--- config.mk ---
export PLATFORM = sky130hd
export DESIGN_NAME = ssd_scan_ctrl
export DESIGN_NICKNAME = d
export VERILOG_FILES = /design/src/rtl/ssd_pkg.sv /design/src/rtl/ssd_refresh_tick.sv /design/src/rtl/ssd_scan_ctrl.sv
export SDC_FILE = /design/constraint.sdc
export NUM_CORES = 1
export LEC_CHECK = 0
export CORE_MARGIN = 4
export CORE_UTILIZATION = 53
export DETAILED_ROUTE_END_ITERATION = 12
export PLACE_DENSITY = 0.88
export SLEW_MARGIN = 10
export SYNTH_ARGS = -nofsm -noshare
export SYNTH_HDL_FRONTEND = slang
export SYNTH_SLANG_ARGS = --single-unit
--- constraint.sdc ---
create_clock -name clk -period 4.1 [get_ports clk]
set_clock_uncertainty 0.05 [all_clocks]
set_input_delay 0.82 -clock clk [delete_from_list [all_inputs] [get_ports clk]]
set_output_delay 0.82 -clock clk [all_outputs]
set_load 0.05 [all_outputs]
--- src/rtl/ssd_pkg.sv ---
// Shared constants and helpers for the seven-segment display blocks.
// lz_mask flags digits that belong to the run of leading zeros (digit 0 is never flagged).
package ssd_pkg;

   localparam int MAX_DIGITS      = 8;
   localparam int DEF_REFRESH_DIV = 50000;
   localparam int DEF_GUARD       = 2;

   function automatic logic [MAX_DIGITS-1:0] lz_mask(
      input logic [4*MAX_DIGITS-1:0] disp,
      input int                      n_digits
   );
      logic [MAX_DIGITS-1:0] lz;
      logic                  zero_above;
      lz         = {MAX_DIGITS{1'b0}};
      zero_above = 1'b1;
      for (int i = MAX_DIGITS - 1; i >= 0; i--) begin
         if (i < n_digits) begin
            zero_above = zero_above & (disp[4*i +: 4] == 4'h0);
            lz[i]      = (i > 0) & zero_above;
         end else begin
            lz[i] = 1'b0;
         end
      end
      return lz;
   endfunction

endpackage

--- src/rtl/ssd_refresh_tick.sv ---
// Slot timer: counts 0..REFRESH_DIV-1 and flags the last cycle of each digit slot.
// guard_done looks one cycle ahead so the registered enables light exactly when div_cnt reaches GUARD.
module ssd_refresh_tick #(
   parameter int REFRESH_DIV = 50000,
   parameter int GUARD       = 2
) (
   input  logic clk,
   input  logic rst,
   output logic tick,
   output logic guard_done
);

   localparam int CNT_W = (REFRESH_DIV > 2) ? $clog2(REFRESH_DIV) : 1;
   localparam logic [CNT_W-1:0] LAST_CNT = CNT_W'(REFRESH_DIV - 1);
   localparam logic [CNT_W-1:0] GUARD_W  = CNT_W'(GUARD);

   logic [CNT_W-1:0] div_cnt;
   logic [CNT_W-1:0] cnt_next;

   // Next count and the look-ahead guard flag
   always_comb begin
      tick       = (div_cnt == LAST_CNT);
      cnt_next   = tick ? {CNT_W{1'b0}} : (div_cnt + CNT_W'(1));
      guard_done = (cnt_next >= GUARD_W);
   end

   // Slot counter register
   always_ff @(posedge clk) begin
      if (rst) begin
         div_cnt <= {CNT_W{1'b0}};
      end else begin
         div_cnt <= cnt_next;
      end
   end

endmodule

--- src/rtl/ssd_scan_ctrl.sv ---
// Time-multiplexed N-digit seven-segment scanner feeding hex2ssd.
// Double-buffered value (shadow -> disp at frame boundary), blanking and guard-interval enables.
module ssd_scan_ctrl
   import ssd_pkg::*;
#(
   parameter int N_DIGITS      = 4,
   parameter int REFRESH_DIV   = DEF_REFRESH_DIV,
   parameter int GUARD         = DEF_GUARD,
   parameter int AN_ACTIVE_LOW = 1,
   parameter int LZ_BLANK      = 1
) (
   input  logic                  clk,
   input  logic                  rst,
   input  logic                  load,
   input  logic [4*N_DIGITS-1:0] value,
   input  logic [N_DIGITS-1:0]   blank_mask,
   output logic [3:0]            hex,
   output logic [N_DIGITS-1:0]   dig_en,
   output logic                  pending,
   output logic                  frame_done
);

   localparam int IDX_W = (N_DIGITS > 2) ? $clog2(N_DIGITS) : 1;
   localparam logic [IDX_W-1:0]    LAST_IDX = IDX_W'(N_DIGITS - 1);
   localparam logic [N_DIGITS-1:0] EN_OFF   = (AN_ACTIVE_LOW != 0) ? {N_DIGITS{1'b1}}
                                                                    : {N_DIGITS{1'b0}};

   logic                    tick;
   logic                    guard_done;
   logic                    boundary;
   logic [IDX_W-1:0]        idx;
   logic [IDX_W-1:0]        idx_next;
   logic [4*N_DIGITS-1:0]   shadow;
   logic [4*N_DIGITS-1:0]   shadow_next;
   logic [4*N_DIGITS-1:0]   disp;
   logic [4*N_DIGITS-1:0]   disp_next;
   logic                    pending_next;
   logic [4*MAX_DIGITS-1:0] disp_ext;
   logic [MAX_DIGITS-1:0]   lz_full;
   logic [N_DIGITS-1:0]     lz_dark;
   logic [N_DIGITS-1:0]     lit;
   logic [N_DIGITS-1:0]     en_hi;
   logic [N_DIGITS-1:0]     dig_en_next;
   logic [3:0]              hex_next;
   logic                    sel;

   ssd_refresh_tick #(
      .REFRESH_DIV (REFRESH_DIV),
      .GUARD       (GUARD)
   ) u_tick (
      .clk        (clk),
      .rst        (rst),
      .tick       (tick),
      .guard_done (guard_done)
   );

   // Next-state logic; outputs are computed from the post-edge idx/disp so they register in step
   always_comb begin
      boundary     = tick && (idx == LAST_IDX);
      idx_next     = tick ? (boundary ? {IDX_W{1'b0}} : (idx + IDX_W'(1))) : idx;
      disp_next    = (boundary && pending) ? shadow : disp;
      shadow_next  = load ? value : shadow;
      pending_next = load ? 1'b1 : (boundary ? 1'b0 : pending);

      disp_ext                   = {(4*MAX_DIGITS){1'b0}};
      disp_ext[4*N_DIGITS-1:0]   = disp_next;
      lz_full                    = lz_mask(disp_ext, N_DIGITS);
      lz_dark                    = (LZ_BLANK != 0) ? lz_full[N_DIGITS-1:0] : {N_DIGITS{1'b0}};
      lit                        = ~blank_mask & ~lz_dark;

      hex_next = 4'h0;
      en_hi    = {N_DIGITS{1'b0}};
      sel      = 1'b0;
      for (int i = 0; i < N_DIGITS; i++) begin
         sel      = (idx_next == IDX_W'(i));
         hex_next = sel ? disp_next[4*i +: 4] : hex_next;
         en_hi[i] = sel & guard_done & lit[i];
      end
      dig_en_next = (AN_ACTIVE_LOW != 0) ? ~en_hi : en_hi;
   end

   // State and output registers
   always_ff @(posedge clk) begin
      if (rst) begin
         idx        <= {IDX_W{1'b0}};
         shadow     <= {(4*N_DIGITS){1'b0}};
         disp       <= {(4*N_DIGITS){1'b0}};
         pending    <= 1'b0;
         frame_done <= 1'b0;
         hex        <= 4'h0;
         dig_en     <= EN_OFF;
      end else begin
         idx        <= idx_next;
         shadow     <= shadow_next;
         disp       <= disp_next;
         pending    <= pending_next;
         frame_done <= boundary;
         hex        <= hex_next;
         dig_en     <= dig_en_next;
      end
   end

endmodule
==> metrics, run 1 <==
top-area cell type share of the netlist area=44.04%; sequential power share=51.7%; sequential fraction of the synthesis area=44.04%; CP Launch Type=flop; Leak Pwr=1.203 nW; via count=2321; Mapped Area=0.002728 mm2; total die area=0.006358 mm2; Synth area leader=dfxtp_1; DRT iter0 DRCs=179; PwrDens=361.6 mW/mm2; I/O pins=33; vias in the first global route=2247; core region area=0.004848 mm2; WL per Instance=14.62 um; Worst IR Drop VDD=300.3 uV; Port Buffer Count=32; max incr delay on CP=0.45 ns; register area=0.001201 mm2; library cells used by synthesis=42; routed vias/inst=5.675; RSZ-0062 raised after global routing=no; Switching Share=24.41%; Crit Path Max Fanout=12; largest net degree at the start of global routing=45; cts hold-fix bufs=0; ordered cell list for the critical path=ha_1 -> and3_2 -> nand4_1 -> nor3_1 -> a21oi_1 -> or2_2 -> o32ai_1; final setup violation count=0; max-slew violations=0; f_max=375.2 MHz; internal cell power=0.8902 mW; Worst-path clk slew=0.07 ns; share of layout cells above drive strength 1=9.942%; Detailed Routing Iterations Pass 1=4; Final Core Density=67.17%; Clk network pwr share=41.5%; post-synthesis net count=337; worst path required time=4.30 ns; dpl hpwl=4261 um; top post-synthesis cells by area=dfxtp_1, mux2i_1, nor2_1; max cap viols=0; worst hold path type=flop to flop; grt ovf=0; total CTS buffers=9; Sw Pwr=0.2874 mW; CTS root buf=clkbuf_8; mean post-synth cell area=8.742 um2; Die Span X=79.74 um; Tot GR Track Use=20.93%; measured slew at the worst slew-check pin=0.9861 ns; status=finished clean; EDFF count, synth=0; H-tree depth=3; slowest stage cell, crit path=nand4_1; GPL Wtd Cong=0.8799; final hold violation count=0; maximum clock insertion buffer count=2; fill count=379; Synth Flop Type=dfxtp_1; cell area after layout=0.003257 mm2; crit share post-route=65.01%; Mapped Cells=312; Crit. End Element=flop; Detail Route Antenna Nets=0; Starting Density=56.26%; Routed WL=5981 um; clk_lat worst skew=0.35 ns; Die H=79.74 um; Setup Fix Bufs, Post-CTS=0; Synth Warn #=0; Post-DP Area=0.003069 mm2; Final TNS setup=0 ns; post-route minimum period=2.665 ns; initial antenna violation count=0; CTS resizes=0; Sink Count=60; Remaining DRCs=0; Multi-input gate area=0.001434 mm2; global-route wire length before repair=10310 um; power share of the combinational group=6.8%; CTS tree=yes; Area Overhead vs Synth=19.40%; Critical Path AT=2.86 ns; nets@finish=362; Std-Cell Rows=25; Setup Crit Path Kind=flop to flop; Synth Register Bits=60; headroom to the max-slew limit=34.05%; Async SR Flop Fraction=0%; n_diodes=0
[metal layers]
| metal | routed length [um] | up-vias | part of all wire (%) | global-route usage (%) |
|---|---|---|---|---|
| li1 | - | 1140 | - | - |
| met1 | 2635 | 1101 | 44 | 25.55 |
| met2 | 2873 | 66 | 48 | 34.22 |
| met3 | 349 | 14 | 5.8 | 7.111 |
| met4 | 122 | 0 | 2.0 | 7.601 |
| met5 | 0 | - | 0 | 0 |
[power by group through the flow]
stage	combinational, mW	clock [mW]	sequential [mW]
after floorplan	0.0427	0	0.623
after global placement	0.0783	0	0.621
after detailed placement	0.0802	0	0.622
after CTS	0.0804	0.499	0.609
after global routing	0.0869	0.528	0.610
final	0.0798	0.489	0.609
[final timing paths]
kind | cells after the start | end | start | slack (ns)
hold reg to reg | 2 | disp[1] | disp[1] | 0.42
hold / removal | 2 | disp[1] | disp[1] | 0.42
setup / recovery | 7 | hex[3] | u_tick.div_cnt[0] | 1.43
setup reg to reg | 7 | hex[3] | u_tick.div_cnt[0] | 1.43
[layout by cell type (no fill, tap or decap), drive strengths merged, types with 2 or more instances in the layout]
master	n
clkdlybuf4s50	32
ha	2
nand4	9
o22ai	4
nor3	7
a21oi	19
clkbuf	11
or4	7
and3	3
buf	2
o32ai	3
nand3	9
or2	2
o21ai	2
nor4	7
mux2i	21
xor2	4
nand2b	2
and2	2
clkinv	2
mux2	5
a211oi	2
nand2	39
clkinvlp	3
dfxtp	60
inv	4
xnor2	13
mux4	3
nor2	52
[layout make-up]
| type | instances | area share, % |
|---|---|---|
| clock buffer | 11 | 4.648 |
| tap | 67 | 2.574 |
| clock inverter | 5 | 1.114 |
| sequential | 60 | 36.88 |
| multi-input combinational | 228 | 44.03 |
| timing repair buffer | 34 | 10.30 |
| inverter | 4 | 0.4610 |
[sequential cells by signal (all words and copies together) (netlist names)]
signal / count
dig_en: 4
shadow: 16
frame_done: 1
pending: 1
idx: 2
u_tick.div_cnt: 16
hex: 4
disp: 16
[cell usage after synthesis (all sizes together) (2+ instances only)]
| library cell | number |
|---|---|
| and2 | 2 |
| or4 | 7 |
| nand4 | 9 |
| or2 | 2 |
| nand3 | 9 |
| mux2i | 21 |
| nand2 | 39 |
| mux2 | 5 |
| o32ai | 3 |
| nand2b | 2 |
| buf | 2 |
| a211oi | 2 |
| and3 | 3 |
| dfxtp | 60 |
| nor4 | 7 |
| clkbuf | 18 |
| xor2 | 4 |
| mux4 | 3 |
| o21ai | 2 |
| ha | 2 |
| a21oi | 19 |
| inv | 4 |
| o22ai | 4 |
| nor2 | 52 |
| nor3 | 7 |
| xnor2 | 13 |
[critical path, delay by kind of cell, from the launching register on]
| kind | cells | cell delay [ns] |
|---|---|---|
| DFF | 1 | 0.39 |
| AOI/OAI and AO/OA | 2 | 0.44 |
| adders and majority gates | 1 | 0.29 |
| and+or+nand+nor | 4 | 1.38 |
[through the flow]
step           total power, mW  setup WS [ns]  hold slack (ns)  std cells
2_1_floorplan           0.6659          1.770           0.3889        312
3_3_place_gp            0.6996          1.569           0.4019        393
3_5_place_dp            0.7023          1.444           0.4082        393
4_1_cts                  1.188          1.429           0.4185        409
5_1_grt                  1.225          1.192           0.4384        409
6_report                 1.178          1.435           0.4166        409
[cells by family (layout without fill, tap and decap cells)]
logic type | Yosys count | count (layout) | synth area share [%]
flops | 60 | 60 | 44.04
xor+xnor | 17 | 17 | 5.459
mux | 29 | 29 | 12.25
simple gates | 146 | 146 | 26.56
fa+ha+maj | 2 | 2 | 0.9173
buf+inv | 24 | 54 | 3.394
compound gates | 34 | 34 | 7.386
No activity file was read; power rests on OpenSTA's default activity.
==> run 2: changes to the inputs <==
- CORE_UTILIZATION: 53 -> 50
- clock period: 4.1 -> 2.2 ns (I/O delays scaled with it)
==> metrics, run 2 (synthesized netlist as in run 1, its figures left out) <==
Top Registers=disp x16, shadow x16, u_tick.div_cnt x16; Post-Layout Cell Count=437 (+6.8%); Crit. End Element=flop; ordered cell list for the critical path=ha_4 -> and3_4 -> nand3_1 -> xor2_1 -> or4b_4 -> or4_4 -> nand4b_1; maximum clock insertion buffer count=2 (unchanged); post-route minimum period=2.170 ns (-0.4957 ns); Starting Density=52.40% (-3.9 points); routed vias/inst=5.622 (-0.92%); cell area after layout=0.003523 mm2 (+8.2%); CP Launch Type=flop; PwrDens=653.9 mW/mm2 (+81%); Setup Crit Path Kind=flop to flop; CTS tree=yes; measured slew at the worst slew-check pin=0.5080 ns (-0.4781 ns); Detailed Routing Iterations Pass 1=4 (unchanged); Worst-path clk slew=0.07 ns (about the same); max incr delay on CP=0.49 ns (+0.04 ns); n_diodes=0 (unchanged); clk_lat worst skew=0.34 ns (about the same); core region area=0.005205 mm2 (+7.4%); worst path required time=2.43 ns (-1.87 ns); max cap viols=0 (unchanged); hold_ws=0.4226 ns (+0.006015 ns); Post-DP Area=0.003271 mm2 (+6.6%); share of layout cells above drive strength 1=19.89% (+9.9 points); cts hold-fix bufs=0 (unchanged); Multi-input gate area=0.001489 mm2 (+3.8%); Die H=81.86 um (+2.7%); Remaining DRCs=0 (unchanged); RSZ-0062 raised after global routing=yes; global-route wire length before repair=10560 um (+2.5%); vias in the first global route=2283 (+1.6%); leading cell type in the layout, fill and taps excluded=dfxtp_1; nets@finish=387 (+6.9%); Std-Cell Rows=26 (+4.0%); Leak Pwr=1.348 nW (+12%); f_max=460.9 MHz (+23%); dpl hpwl=4655 um (+9.2%); total die area=0.006701 mm2 (+5.4%); DRT iter0 DRCs=194 (+8.4%); Sink Count=60 (unchanged); H-tree depth=3 (unchanged); I/O pins=33 (unchanged); Crit Path Max Fanout=4 (-8); grt ovf=0 (unchanged); fill count=394 (+4.0%); headroom to the max-slew limit=66.03% (+32 points); Area Overhead vs Synth=29.17%; Routed WL=6593 um (+10%); slowest stage cell, crit path=or4b_4; WL per Instance=15.09 um (+3.2%); Final Core Density=67.69% (+0.52 points); max-slew violations=0 (unchanged); most frequent cells in the layout=dfxtp_1, nor2_1, nand2_1; worst hold path type=flop to flop; crit share post-route=98.62% (+34 points); Detail Route Antenna Nets=0 (unchanged); initial antenna violation count=0 (unchanged); Tot GR Track Use=21.26% (+0.33 points); largest net degree at the start of global routing=43 (-4.4%); Worst IR Drop VDD=409.4 uV (+36%); status=finished clean; Die Span X=81.86 um (+2.7%); register area=0.001210 mm2 (+0.73%); final setup violation count=0 (unchanged); Critical Path AT=2.40 ns (-0.46 ns); placed cells=420 (+6.9%); CTS root buf=clkbuf_8; via count=2457 (+5.9%); total CTS buffers=9 (unchanged); GPL Wtd Cong=0.8648 (-1.7%); final hold violation count=0 (unchanged); Port Buffer Count=32 (unchanged)
==> run 2: cell types whose count changed in the layout (fill, tap and decap cells not counted), sizes merged <==
cell | before | now
inv | 4 | 6
buf | 2 | 27
clkinv | 2 | 4
bufinv | 0 | 1
clkinvlp | 3 | 0
clkbuf | 11 | 9
==> run 2: critical path: cells and delay by family, from the launching register on <==
family	cells	cell delay, ns
xor+xnor	1	0.19
flops	1	0.38
fa+ha+maj	1	0.17
simple gates	5	1.32
==> run 2: final timing paths <==
path / startpoint / end / slack (ns) / depth (start not counted)
min reg2reg: shadow[13] / disp[13] / 0.42 / 2
max: u_tick.div_cnt[0] / dig_en[1] / 0.03 / 7
min: shadow[13] / disp[13] / 0.42 / 2
max reg2reg: u_tick.div_cnt[0] / dig_en[1] / 0.03 / 7
==> run 2: metrics by stage <==
step                      total power, mW  worst slack, ns  setup TNS [ns]
after floorplan                     1.245          0.03358               0
after global placement              1.316          0.04676               0
after detailed placement            1.321         -0.03776         -0.1076
after CTS                           2.317          0.02745               0
after global routing                2.386         -0.03483        -0.05984
final                               2.304          0.03042               0
==> run 2: layout make-up <==
| type | count | area share (%) |
|---|---|---|
| multi-input combinational | 228 | 42.26 |
| sequential | 60 | 34.34 |
| timing repair buffer | 59 | 14.84 |
| clock buffer | 9 | 3.516 |
| tap | 70 | 2.486 |
| clock inverter | 7 | 2.131 |
| inverter | 4 | 0.4261 |
==> run 2: per-layer routing <==
metal | track usage, % | up-vias | share of wire, %
met1 | 25.53 | 1153 | 44
met3 | 7.018 | 14 | 7.2
met4 | 9.136 | 0 | 1.8
li1 | - | 1191 | -
met5 | 0 | - | 0
met2 | 34.65 | 99 | 47
==> run 2: report_power, final <==
group,switching [mW],internal (mW)
Clock,0.470,0.530
Sequential,0.0239,1.11
Combinational,0.0764,0.0919
==> run 2: timing repair <==
item,CTS,global route
setup endpoints to repair,4,7
resized for setup,0,14
buffers inserted,0,1
pin swaps,1,2
==> run 3: changes to the inputs <==
--- a/config.mk
+++ b/config.mk
@@ -8,3 +8,4 @@
 export CORE_MARGIN = 4
-export CORE_UTILIZATION = 50
+export CORE_UTILIZATION = 53
+export CTS_CLUSTER_DIAMETER = 80
 export DETAILED_ROUTE_END_ITERATION = 12
==> constraint.sdc (replaced) <==
create_clock -name clk -period 2.7 [get_ports clk]
set_clock_uncertainty 0.05 [all_clocks]
set_input_delay 0.675 -clock clk [delete_from_list [all_inputs] [get_ports clk]]
set_output_delay 0.675 -clock clk [all_outputs]
set_load 0.05 [all_outputs]
==> metrics, run 3 (synthesized netlist as in run 1, its figures left out) <==
initial antenna violation count=0 (unchanged); Setup Crit Path Kind=flop to flop; Detailed Routing Iterations Pass 1=4 (unchanged); Crit Path Max Fanout=6 (+2); PwrDens=587.4 mW/mm2 (-10%); Switching Share=21.35% (-3.4 points); Leak Pwr=1.245 nW (-7.7%); Area Overhead vs Synth=21.83%; max incr delay on CP=0.57 ns (+0.08 ns); sequential power share=47.4% (-1.9 points); Remaining DRCs=0 (unchanged); cts hold-fix bufs=0 (unchanged); status=finished clean; Std-Cell Rows=25 (-3.8%); Worst Reg2Reg Path Length in Cells=7 (unchanged); CTS root buf=clkbuf_8; max cap viols=0 (unchanged); Critical Path Stages=7 (unchanged); vias in the first global route=2191 (-4.0%); GRT met1 Usage=25.30% (-0.23 points); Crit path max-delay family=simple AND/OR/NAND/NOR gates; Overall Power=1.952 mW (-15%); Setup Fix Bufs, Post-CTS=0 (unchanged); Top Registers=disp x16, shadow x16, u_tick.div_cnt x16; f_max=402.5 MHz (-13%); Most Used Layer, Global Route=met2; share of layout cells above drive strength 1=10.72% (-9.2 points); total CTS buffers=9 (unchanged); Starting Density=56.26% (+3.9 points); n_diodes=0 (unchanged); register area=0.001201 mm2 (-0.72%); I/O pins=33 (unchanged); routed vias/inst=5.626 (about the same); R2R setup slack=0.22 ns (+0.19 ns); via count=2318 (-5.7%); grt ovf=0 (unchanged); RSZ-0062 raised after global routing=no; ordered cell list for the critical path=ha_1 -> and3_2 -> nand3_1 -> xor2_1 -> or4b_1 -> or4_4 -> nand4_1; H-tree depth=3 (unchanged); Crit. End Element=flop; largest net degree at the start of global routing=33 (-23%); Routed WL=5988 um (-9.2%); headroom to the max-slew limit=65.83% (-0.20 points); measured slew at the worst slew-check pin=0.5126 ns (+0.004525 ns); worst path required time=2.92 ns (+0.49 ns); nets@finish=366 (-5.4%); CP Launch Point=u_tick.div_cnt[0]; Clk network pwr share=46.2% (+2.8 points); max-slew violations=0 (unchanged); final hold violation count=0 (unchanged); GPL Wtd Cong=0.8743 (+1.1%); crit path buf inv count=0 (unchanged); Detail Route Antenna Nets=0 (unchanged); Die Span X=79.74 um (-2.6%); Critical Path AT=2.71 ns (+0.31 ns); clk_lat worst skew=0.34 ns (about the same); crit share post-route=92.01% (-6.6 points); Sw Pwr=0.4168 mW (-27%); leading cell type in the layout, fill and taps excluded=dfxtp_1; slowest stage cell, crit path=or4_4; most frequent cells in the layout=dfxtp_1, nor2_1, nand2_1; CTS resizes=0 (unchanged); CTS tree=yes; dpl hpwl=4283 um (-8.0%); maximum clock insertion buffer count=2 (unchanged); final setup violation count=0 (unchanged); Worst-path clk slew=0.07 ns (about the same); worst hold path type=flop to flop; internal cell power=1.535 mW (-11%); met3 Track Usage GR=4.402% (-2.6 points); reg-to-reg critical path startpoint=u_tick.div_cnt[0]; fill count=375 (-4.8%); Port Buffer Count=32 (unchanged); CP Launch Type=flop; Tot GR Track Use=20.54% (-0.72 points); Final TNS setup=0 ns (unchanged); FF-to-FF End=dig_en[2]; core region area=0.004848 mm2 (-6.9%); grt met2 use=32.05% (-2.6 points); total die area=0.006358 mm2 (-5.1%); Sink Count=60 (unchanged); Setup crit end=dig_en[2]; post-route minimum period=2.484 ns (+0.3146 ns); Die H=79.74 um (-2.6%); global-route wire length before repair=9963 um (-5.7%); power share of the combinational group=6.4% (-0.9 points); WL per Instance=14.53 um (-3.7%); Worst IR Drop VDD=327.5 uV (-20%); DRT iter0 DRCs=175 (-9.8%); Multi-input gate area=0.001434 mm2 (-3.7%)
==> run 3: changes by cell type in the layout (fill, tap and decap cells not counted), moves of 2 or more <==
cell | before | now
dfxtp_1 | 53 | 60
clkinv_4 | 2 | 0
clkbuf_8 | 9 | 11
dfxtp_2 | 7 | 0
buf_4 | 27 | 6
inv_6 | 2 | 0
==> run 3: per-stage QoR <==
stage	setup slack, ns	hold slack [ns]	util (%)	instances	cell area (um2)
floorplan	0.3702	0.3889	-	312	2728
global route	0.05148	0.4403	68.54	412	3323
detailed placement	0.2378	0.4123	63.92	397	3099
global placement	0.3277	0.4030	63.92	397	3099
finish	0.2158	0.4214	68.54	412	3323
CTS	0.2177	0.4230	68.54	412	3323
==> run 3: worst min path at each step <==
stage | end | cells past startpoint | start | slack (ns)
floorplan | disp[2] | 2 | disp[2] | 0.39
global placement | disp[2] | 2 | disp[2] | 0.40
detailed placement | disp[4] | 2 | shadow[4] | 0.41
CTS | disp[14] | 2 | disp[14] | 0.42
global route | disp[12] | 2 | shadow[12] | 0.44
finish | disp[14] | 2 | shadow[14] | 0.42
==> run 3: tightest hold or removal path, cell delays in order, from the launching register on <==
cell	delay, ns
dfxtp_1	0.32
nand2_1	0.06
a21oi_1	0.05
==> run 3: final cells by class <==
class | count | share of cell area (%)
Multi-Input combinational cell | 228 | 43.15
Inverter | 4 | 0.4518
Clock buffer | 11 | 4.556
Timing Repair Buffer | 38 | 10.99
Tap cell | 67 | 2.523
Clock inverter | 4 | 2.184
Sequential cell | 60 | 36.14
==> run 3: layer usage <==
metal	vias up	routed length, um
li1	1150	-
met1	1063	2691
met2	81	2727
met3	24	335
met4	0	233
met5	-	0
==> run 3: power groups by stage <==
stage,clock (mW),combinational (mW),sequential (mW)
3_5_place_dp,0,0.125,0.944
5_1_grt,0.952,0.136,0.927
2_1_floorplan,0,0.0649,0.946
3_3_place_gp,0,0.122,0.943
4_1_cts,0.914,0.126,0.925
6_report,0.902,0.125,0.925
